### config.mk
export PLATFORM = sky130hd
export DESIGN_NAME = mult_share_arbiter
export DESIGN_NICKNAME = d
export VERILOG_FILES = /design/src/rtl/mult_share_arbiter.sv
export SDC_FILE = /design/constraint.sdc
export NUM_CORES = 1
export LEC_CHECK = 0
export ABC_AREA = 1
export BUFFER_PORTS_ARGS = -buffer_cell sky130_fd_sc_hd__buf_2
export CAP_MARGIN = 20
export CORE_MARGIN = 8
export CORE_UTILIZATION = 55
export DETAILED_ROUTE_END_ITERATION = 12
export PLACE_DENSITY_LB_ADDON = 0.15
export SETUP_SLACK_MARGIN = 0.2
export SLEW_MARGIN = 20
export SYNTH_ARGS = -nofsm -noshare
export SYNTH_HDL_FRONTEND = slang
export SYNTH_SLANG_ARGS = --single-unit
### constraint.sdc
create_clock -name clk -period 5.5 [get_ports clk]
set_input_delay 1.1 -clock clk [delete_from_list [all_inputs] [get_ports clk]]
set_output_delay 1.1 -clock clk [all_outputs]
set_load 0.02 [all_outputs]
### src/rtl/mult_share_arbiter.sv
// mult_share_arbiter
// Shares one 2-stage fixed-point saturating multiplier among N requesters.
// A round-robin arbiter grants one valid requester per cycle. The accepted
// operand pair flows through two stages, and the product returns tagged
// with the requester index.
//
// Ports:
//   clk        rising-edge clock
//   reset_n    asynchronous active-low reset; drops all in-flight ops
//   req_valid  per-lane request valid
//   req_ready  per-lane accept; at most one bit set
//   req_a/b    packed operands, lane i at [i*width +: width]
//   rsp_valid  result available
//   rsp_ready  consumer takes the result
//   rsp_id     requester index of the result
//   rsp_p      rounded (half-up) and saturated product
//   busy       any pipeline stage holds a valid entry
module mult_share_arbiter #(
    parameter int unsigned N        = 4,
    parameter int unsigned width    = 12,
    parameter int unsigned int_bits = 3,
    localparam int unsigned ID_W    = $clog2(N)
) (
    input  logic                 clk,
    input  logic                 reset_n,
    input  logic [N-1:0]         req_valid,
    output logic [N-1:0]         req_ready,
    input  logic [N*width-1:0]   req_a,
    input  logic [N*width-1:0]   req_b,
    output logic                 rsp_valid,
    input  logic                 rsp_ready,
    output logic [ID_W-1:0]      rsp_id,
    output logic [width-1:0]     rsp_p,
    output logic                 busy
);

    localparam int unsigned Frac = width - int_bits - 1;
    // One extra bit so the rounding add can never overflow.
    localparam int unsigned PW   = 2 * width + 1;

    localparam logic signed [PW-1:0] RndK = PW'(1) << (Frac - 1);
    localparam logic signed [PW-1:0] PMax = (PW'(1) << (width - 1)) - PW'(1);
    localparam logic signed [PW-1:0] PMin = ~PMax;

    // State
    logic [ID_W-1:0]  ptr_q, ptr_d;
    logic             s1_valid_q, s1_valid_d;
    logic [ID_W-1:0]  s1_id_q, s1_id_d;
    logic [width-1:0] s1_a_q, s1_a_d;
    logic [width-1:0] s1_b_q, s1_b_d;
    logic             s2_valid_q, s2_valid_d;
    logic [ID_W-1:0]  s2_id_q, s2_id_d;
    logic [width-1:0] s2_p_q, s2_p_d;

    // Arbitration
    logic             adv;
    logic             grant_any;
    logic [ID_W-1:0]  grant_id;
    logic [N-1:0]     grant;
    logic [ID_W-1:0]  cand;
    int unsigned      cand_sum;
    logic             accept;
    logic [width-1:0] a_sel, b_sel;

    // Arithmetic
    logic signed [2*width-1:0] a_ext, b_ext, prod;
    logic signed [PW-1:0]      rnd, shifted;
    logic [width-1:0]          prod_sat;

    // The whole pipeline moves only when the output slot is free or drains.
    assign adv = !s2_valid_q || rsp_ready;

    // Round-robin search starting at ptr_q, wrapping N-1 -> 0.
    always_comb begin
        grant_any = 1'b0;
        grant_id  = '0;
        cand      = '0;
        cand_sum  = 0;
        for (int unsigned off = 0; off < N; off++) begin
            cand_sum = 32'(ptr_q) + off;
            if (cand_sum >= N) begin
                cand_sum = cand_sum - N;
            end
            cand = ID_W'(cand_sum);
            if (!grant_any && req_valid[cand]) begin
                grant_any = 1'b1;
                grant_id  = cand;
            end
        end
        grant = grant_any ? (N'(1) << grant_id) : '0;
    end

    assign accept    = adv && grant_any;
    assign req_ready = adv ? grant : '0;

    // Operand mux driven by the one-hot grant.
    always_comb begin
        a_sel = '0;
        b_sel = '0;
        for (int unsigned i = 0; i < N; i++) begin
            if (grant[i]) begin
                a_sel = req_a[i*width +: width];
                b_sel = req_b[i*width +: width];
            end
        end
    end

    // Stage-2 arithmetic: full-precision product, round half-up, saturate.
    always_comb begin
        a_ext   = {{width{s1_a_q[width-1]}}, s1_a_q};
        b_ext   = {{width{s1_b_q[width-1]}}, s1_b_q};
        prod    = a_ext * b_ext;
        rnd     = {prod[2*width-1], prod} + RndK;
        shifted = rnd >>> Frac;
        if (shifted > PMax) begin
            prod_sat = PMax[width-1:0];
        end else if (shifted < PMin) begin
            prod_sat = PMin[width-1:0];
        end else begin
            prod_sat = shifted[width-1:0];
        end
    end

    // Next-state
    always_comb begin
        ptr_d      = ptr_q;
        s1_valid_d = s1_valid_q;
        s1_id_d    = s1_id_q;
        s1_a_d     = s1_a_q;
        s1_b_d     = s1_b_q;
        s2_valid_d = s2_valid_q;
        s2_id_d    = s2_id_q;
        s2_p_d     = s2_p_q;

        if (adv) begin
            s1_valid_d = accept;
            if (accept) begin
                s1_id_d = grant_id;
                s1_a_d  = a_sel;
                s1_b_d  = b_sel;
                ptr_d   = (grant_id == ID_W'(N - 1)) ? '0 : grant_id + ID_W'(1);
            end
            s2_valid_d = s1_valid_q;
            if (s1_valid_q) begin
                s2_id_d = s1_id_q;
                s2_p_d  = prod_sat;
            end
        end
    end

    always_ff @(posedge clk or negedge reset_n) begin
        if (!reset_n) begin
            ptr_q      <= '0;
            s1_valid_q <= 1'b0;
            s1_id_q    <= '0;
            s1_a_q     <= '0;
            s1_b_q     <= '0;
            s2_valid_q <= 1'b0;
            s2_id_q    <= '0;
            s2_p_q     <= '0;
        end else begin
            ptr_q      <= ptr_d;
            s1_valid_q <= s1_valid_d;
            s1_id_q    <= s1_id_d;
            s1_a_q     <= s1_a_d;
            s1_b_q     <= s1_b_d;
            s2_valid_q <= s2_valid_d;
            s2_id_q    <= s2_id_d;
            s2_p_q     <= s2_p_d;
        end
    end

    assign rsp_valid = s2_valid_q;
    assign rsp_id    = s2_id_q;
    assign rsp_p     = s2_p_q;
    assign busy      = s1_valid_q | s2_valid_q;

endmodule

# After elaboration in Yosys (flattened, before gate mapping)

Index checks and enable logic that the tools add are counted.

Register bits: 44
Word-level logic and storage cells: 75

Add/sub/neg operators: 9
$mul: 1
Order comparisons: 10
Equality and inequality tests: 1
Shift operators: 1
Mux-type cells: 33
Bitwise gates (word level): 1
Reductions and logical operators: 11

Operators by type and width:

| kind                    | number |
|---|---|
| $mux W12                | 10 |
| $add A24 B9 Y25 const B | 1 |
| $mul A12 B12 Y24        | 1 |
| $mux W2                 | 9 |
| $gt A17 B12 Y1 const B  | 1 |
| $lt A17 B12 Y1 const B  | 1 |
| $lt A2 B3 Y1 const B    | 4 |
| $ge A3 B3 Y1 const B    | 3 |
| $bmux W1 S2             | 4 |
| $mux W1                 | 8 |
| $mux W4                 | 2 |
| $sub A2 B1 Y2 const B   | 4 |
| $add A2 B2 Y3 const B   | 2 |
| $logic_and A1 B1 Y1     | 4 |
| $logic_not A1 Y1        | 4 |
| $reduce_and A2 Y1       | 2 |
| $shl A1 B2 Y4 const A   | 1 |
| $add A2 B1 Y3 const B   | 1 |
| $ge A2 B3 Y1 const B    | 1 |
| $add A2 B1 Y2 const B   | 1 |
| $eq A2 B2 Y1 const B    | 1 |
| $logic_or A1 B1 Y1      | 1 |
| $or A1 B1 Y1            | 1 |

# Logic depth before layout (Yosys ltp)

Depth after elaboration: 20
Depth in mapped cells: 32
Gate-level depth less buffers: 30

# Worst setup path after synthesis

No wires, ideal clock.

Path kind: reg-to-reg
From: register s1_b_q[3]
To: register s2_p_q[10] (netlist: rsp_p[10])
Setup time: 0.117 ns
Data arrival time: 5.250 ns
Path slack: 0.133 ns
Stages on the path, launching flop included: 28
Buffers on the path: 2
Period minus slack after synthesis: 5.367 ns
Cell sequence: dfrtp_1 -> clkbuf_1 -> nand2_1 -> fa_1 -> inv_1 -> fa_1 -> fa_1 -> fa_1 -> inv_1 -> fa_1 -> inv_1 -> ha_1 -> nand2_1 -> nor2_1 -> nand2_1 -> nor2_1 -> nand2_1 -> nand3_1 -> nand2_1 -> nand2_1 -> inv_1 -> nor2_1 -> nand3_1 -> nand2_1 -> buf_2 -> nand2_1 -> nand2_1 -> nand2_1

Longest elaborated chain between the ends: 5
Elaborated cells between the ends (all ways): 6
Those cells by class: 1 x add/sub; 1 x mul; 2 x order compare; 2 x mux

Ends and longest elaborated chain:

| element                  | line | RTL |
|---|---|---|
| start: declaration       | 50   | `logic [width-1:0] s1_b_q, s1_b_d;` |
| start signal: assignment | 157  | `s1_b_q <= '0;` |
| start signal: assignment | 166  | `s1_b_q <= s1_b_d;` |
| $mul A12 B12 Y24 (*)     | 112  | `prod = a_ext * b_ext;` |
| $add A24 B9 Y25 (*)      | 113  | `rnd = {prod[2*width-1], prod} + RndK;` |
| $lt A17 B12 Y1           | 117  | `end else if (shifted < PMin) begin` |
| $mux W12                 | 117  |  |
| $mux W12 (*)             | 115  | `if (shifted > PMax) begin` |
| end signal: assignment   | 169  | `s2_p_q <= s2_p_d;` |
| end: declaration         | 53   | `logic [width-1:0] s2_p_q, s2_p_d;` |

Mark *: on every way between the ends. The rest lies on a longest branch, timed or not.
A chain may end at the register's enable or synchronous reset.

# Worst setup path in the final report

From: register s1_a_q[6]
To: register s2_p_q[2] (netlist: rsp_p[2])

Longest elaborated chain between the ends: 5
Elaborated cells between the ends (all ways): 6
Those cells by class: 1 x add/sub; 1 x mul; 2 x order compare; 2 x mux

Ends and longest elaborated chain:

| element                  | line | RTL |
|---|---|---|
| start: declaration       | 49   | `logic [width-1:0] s1_a_q, s1_a_d;` |
| start signal: assignment | 156  | `s1_a_q <= '0;` |
| start signal: assignment | 165  | `s1_a_q <= s1_a_d;` |
| $mul A12 B12 Y24 (*)     | 112  |  |
| $add A24 B9 Y25 (*)      | 113  |  |
| $lt A17 B12 Y1           | 117  |  |
| $mux W12                 | 117  |  |
| $mux W12 (*)             | 115  |  |

Marked as above.

==> flow_metrics.tcl <==
set metrics [dict create \
    seq_area_sq_um 1120 \
    diodes 0 \
    relSlewSlack_pct 34.7 \
    setup_viol 0 \
    tightest_slew_ns 0.976 \
    drtIter0Drc 436 \
    grt_max_degree 45 \
    cts_root_buf "clkbuf_16" \
    reg2reg_to "rsp_p[2]" \
    hold_path_class "flip-flop to flip-flop" \
    syn_nets 1475 \
    syn-cell-area_sq_um 8820 \
    hold_viol 0 \
    r2r_slack_ns 0.18 \
    cts_sinks 44 \
    clk-insertion-delay-late_ns 0.29 \
    crit_start "s1_a_q[6]" \
    wl_microns 23500 \
    yosysMostFrequentCell "nand2_1" \
    fp.dieW_microns 143 \
    crit_required_ns 5.69 \
    worstSetupStartpointType "flip-flop" \
    syn_inst 1180 \
    synth_top_cell_by_area "fa_1" \
    dr_total_vias 7943 \
    cap_violations 0 \
    coreArea_sq_um 15800 \
    cp_max_fo 7 \
    initial_core_util_pct 55.9 \
    synth_warnings 0 \
    async_reset_ff_share_pct 100 \
    htree_levels 2 \
    pin_count 123 \
    fin_skew_ns 0.00467 \
    cts_tree "done" \
    antenna_found_initial 0 \
    fp.dieArea_sq_um 20300 \
    ys_ff_latch 44 \
    synth_commonest_cells "nand2_1, inv_1, fa_1" \
    grt-ovfl-total 0 \
    port_buffers 122 \
    period_minus_slack_ns 5.32 \
    clock_path_buffers 2 \
    drive_above_1_share_pct 29.0 \
    nets 1648 \
    synth_sequential_area_ratio_pct 12.5 \
    hpwlAfterDp_microns 18100 \
    cts_made_buffers 5 \
    avgViaCountPerCell 5.06 \
    wire_per_inst_microns 15.0 \
    whs_ns 0.471 \
    ys_top_cells_by_area "fa_1, nand2_1, inv_1" \
    grt_pass1_vias 8179 \
    placementRows 46 \
    period_share_pct 96.8 \
    syn_to_final_growth_pct 23.9 \
    r2r_cells 27 \
    status "completed" \
    ys_types 35 \
    critPathArrivalTime_ns 5.51 \
    dieHeight_microns 143 \
    r2r_start "s1_a_q[6]" \
    fillCellCount 1303 \
    slew_violations 0 \
    fmax_mhz 188 \
    route.detailed.drc 0 \
    end_kind "flip-flop" \
    synth-edff-count 0 \
    critical_path_class "flip-flop to flip-flop" \
    gp_routability_congestion 0.862 \
    cts_hold_buffers 0 \
    grt_usage_pct 23.0 \
    ys.flop_type "dfrtp_1" \
    syn_avg_cell_area_sq_um 7.47 \
    drtPass1Iterations 5 \
    grt_pass1_wl_microns 37800 \
    multi_input_area_sq_um 6810 \
    ant_nets 0 \
    critPathCapture "rsp_p[2]" \
    rsz0062_at_grt "true" \
    synth_top_area_share_pct 32.0 \
    clk_pin_slew_ns 0.07 \
]
==> cell families (layout without fill, tap and decap cells) <==
| group | Yosys count | in the layout | synth area share [%] |
|---|---|---|---|
| and+or+nand+nor | 438 | 439 | 20.7 |
| buffers and inverters | 355 | 528 | 16.0 |
| adders and majority gates | 192 | 192 | 39.2 |
| AOI/OAI and AO/OA | 133 | 133 | 9.69 |
| DFF | 44 | 44 | 12.5 |
| xor gates and xnor gates | 18 | 18 | 1.87 |
==> flip-flops by register name (all words and copies together) (netlist names) <==
register,count
rsp_id,2
rsp_p,12
s1_b_q,12
s1_id_q,2
s1_valid_q,1
rsp_valid,1
ptr_q,2
s1_a_q,12
==> worst min path at each step <==
stage / from / endpoint / slack [ns] / cells after the start
after floorplan: s1_valid_q / rsp_valid / 0.44 / 2
after global placement: rsp_id[1] / rsp_id[1] / 0.45 / 2
after detailed placement: rsp_id[1] / rsp_id[1] / 0.46 / 2
after CTS: rsp_id[1] / rsp_id[1] / 0.48 / 2
after global routing: rsp_p[2] / rsp_p[2] / 0.50 / 2
final: rsp_p[2] / rsp_p[2] / 0.47 / 2
==> stage by stage <==
stage	setup TNS [ns]	std cells	worst slack [ns]	util [%]	area, sq um
after global placement	-0.0910	1515	-0.0150	62.3	9830
after floorplan	0	1180	0.218	-	8820
after CTS	0	1536	0.205	65.2	10300
final	0	1570	0.177	69.3	10900
after global routing	-0.111	1570	-0.0308	69.3	10900
after detailed placement	-0.376	1515	-0.0489	62.3	9830
==> worst max-delay path, stage by stage, from the launching register on <==
cell and delay, ns:
dfrtp_1 0.41, buf_12 0.15, buf_4 0.17, nand2_1 0.07, inv_1 0.05, fa_1 0.51
fa_1 0.46, fa_1 0.53, fa_1 0.55, inv_1 0.06, fa_1 0.54, inv_1 0.06
ha_4 0.24, nand2_2 0.09, inv_1 0.07, nand2_1 0.08, nand3_2 0.09, a21oi_2 0.20
nand3b_1 0.13, nand2_2 0.12, nand2_1 0.05, nor2_1 0.10, nand3_1 0.09, nand2_2 0.09
buf_6 0.13, nand2_2 0.06, nand2_2 0.05, nand2_1 0.06
==> cells in the final DEF, fill, tap and decap left out, types with 13 or more instances in the layout <==
cell,n
nor2_2,14
inv_1,292
buf_2,123
dfrtp_2,16
nand2_1,275
o22ai_1,25
nand2_2,34
fa_1,138
buf_4,72
o21ai_0,33
dfrtp_1,28
ha_1,37
a21oi_1,20
ha_4,14
nor3b_1,24
a21oi_2,46
nand2_4,14
inv_2,13
nor2_1,47
==> area by class of cell <==
type / instances / share of cell area (%)
timing repair buffer: 213 / 13.0
multi-input combinational: 782 / 62.3
inverter: 307 / 10.6
sequential: 44 / 10.3
tap: 216 / 2.47
clock inverter: 2 / 0.137
clock buffer: 6 / 1.27
==> timing repair <==
item	in CTS	in global routing
gates cloned	1	0
setup endpoints to repair	12	12
setup buffers	12	34
pin swaps	27	74
gates resized for setup	51	106
==> routing by layer <==
| metal | global-route usage, % | routed length, microns | up-vias |
|---|---|---|---|
| li1 | - | - | 3807 |
| met1 | 27.5 | 9350 | 3832 |
| met2 | 41.6 | 12300 | 264 |
| met3 | 3.37 | 1260 | 40 |
| met4 | 7.33 | 570 | 0 |
| met5 | 0 | 0 | - |
Power is not shown: default switching activity piles up to over one toggle a cycle in this logic, so the estimate is an artifact.
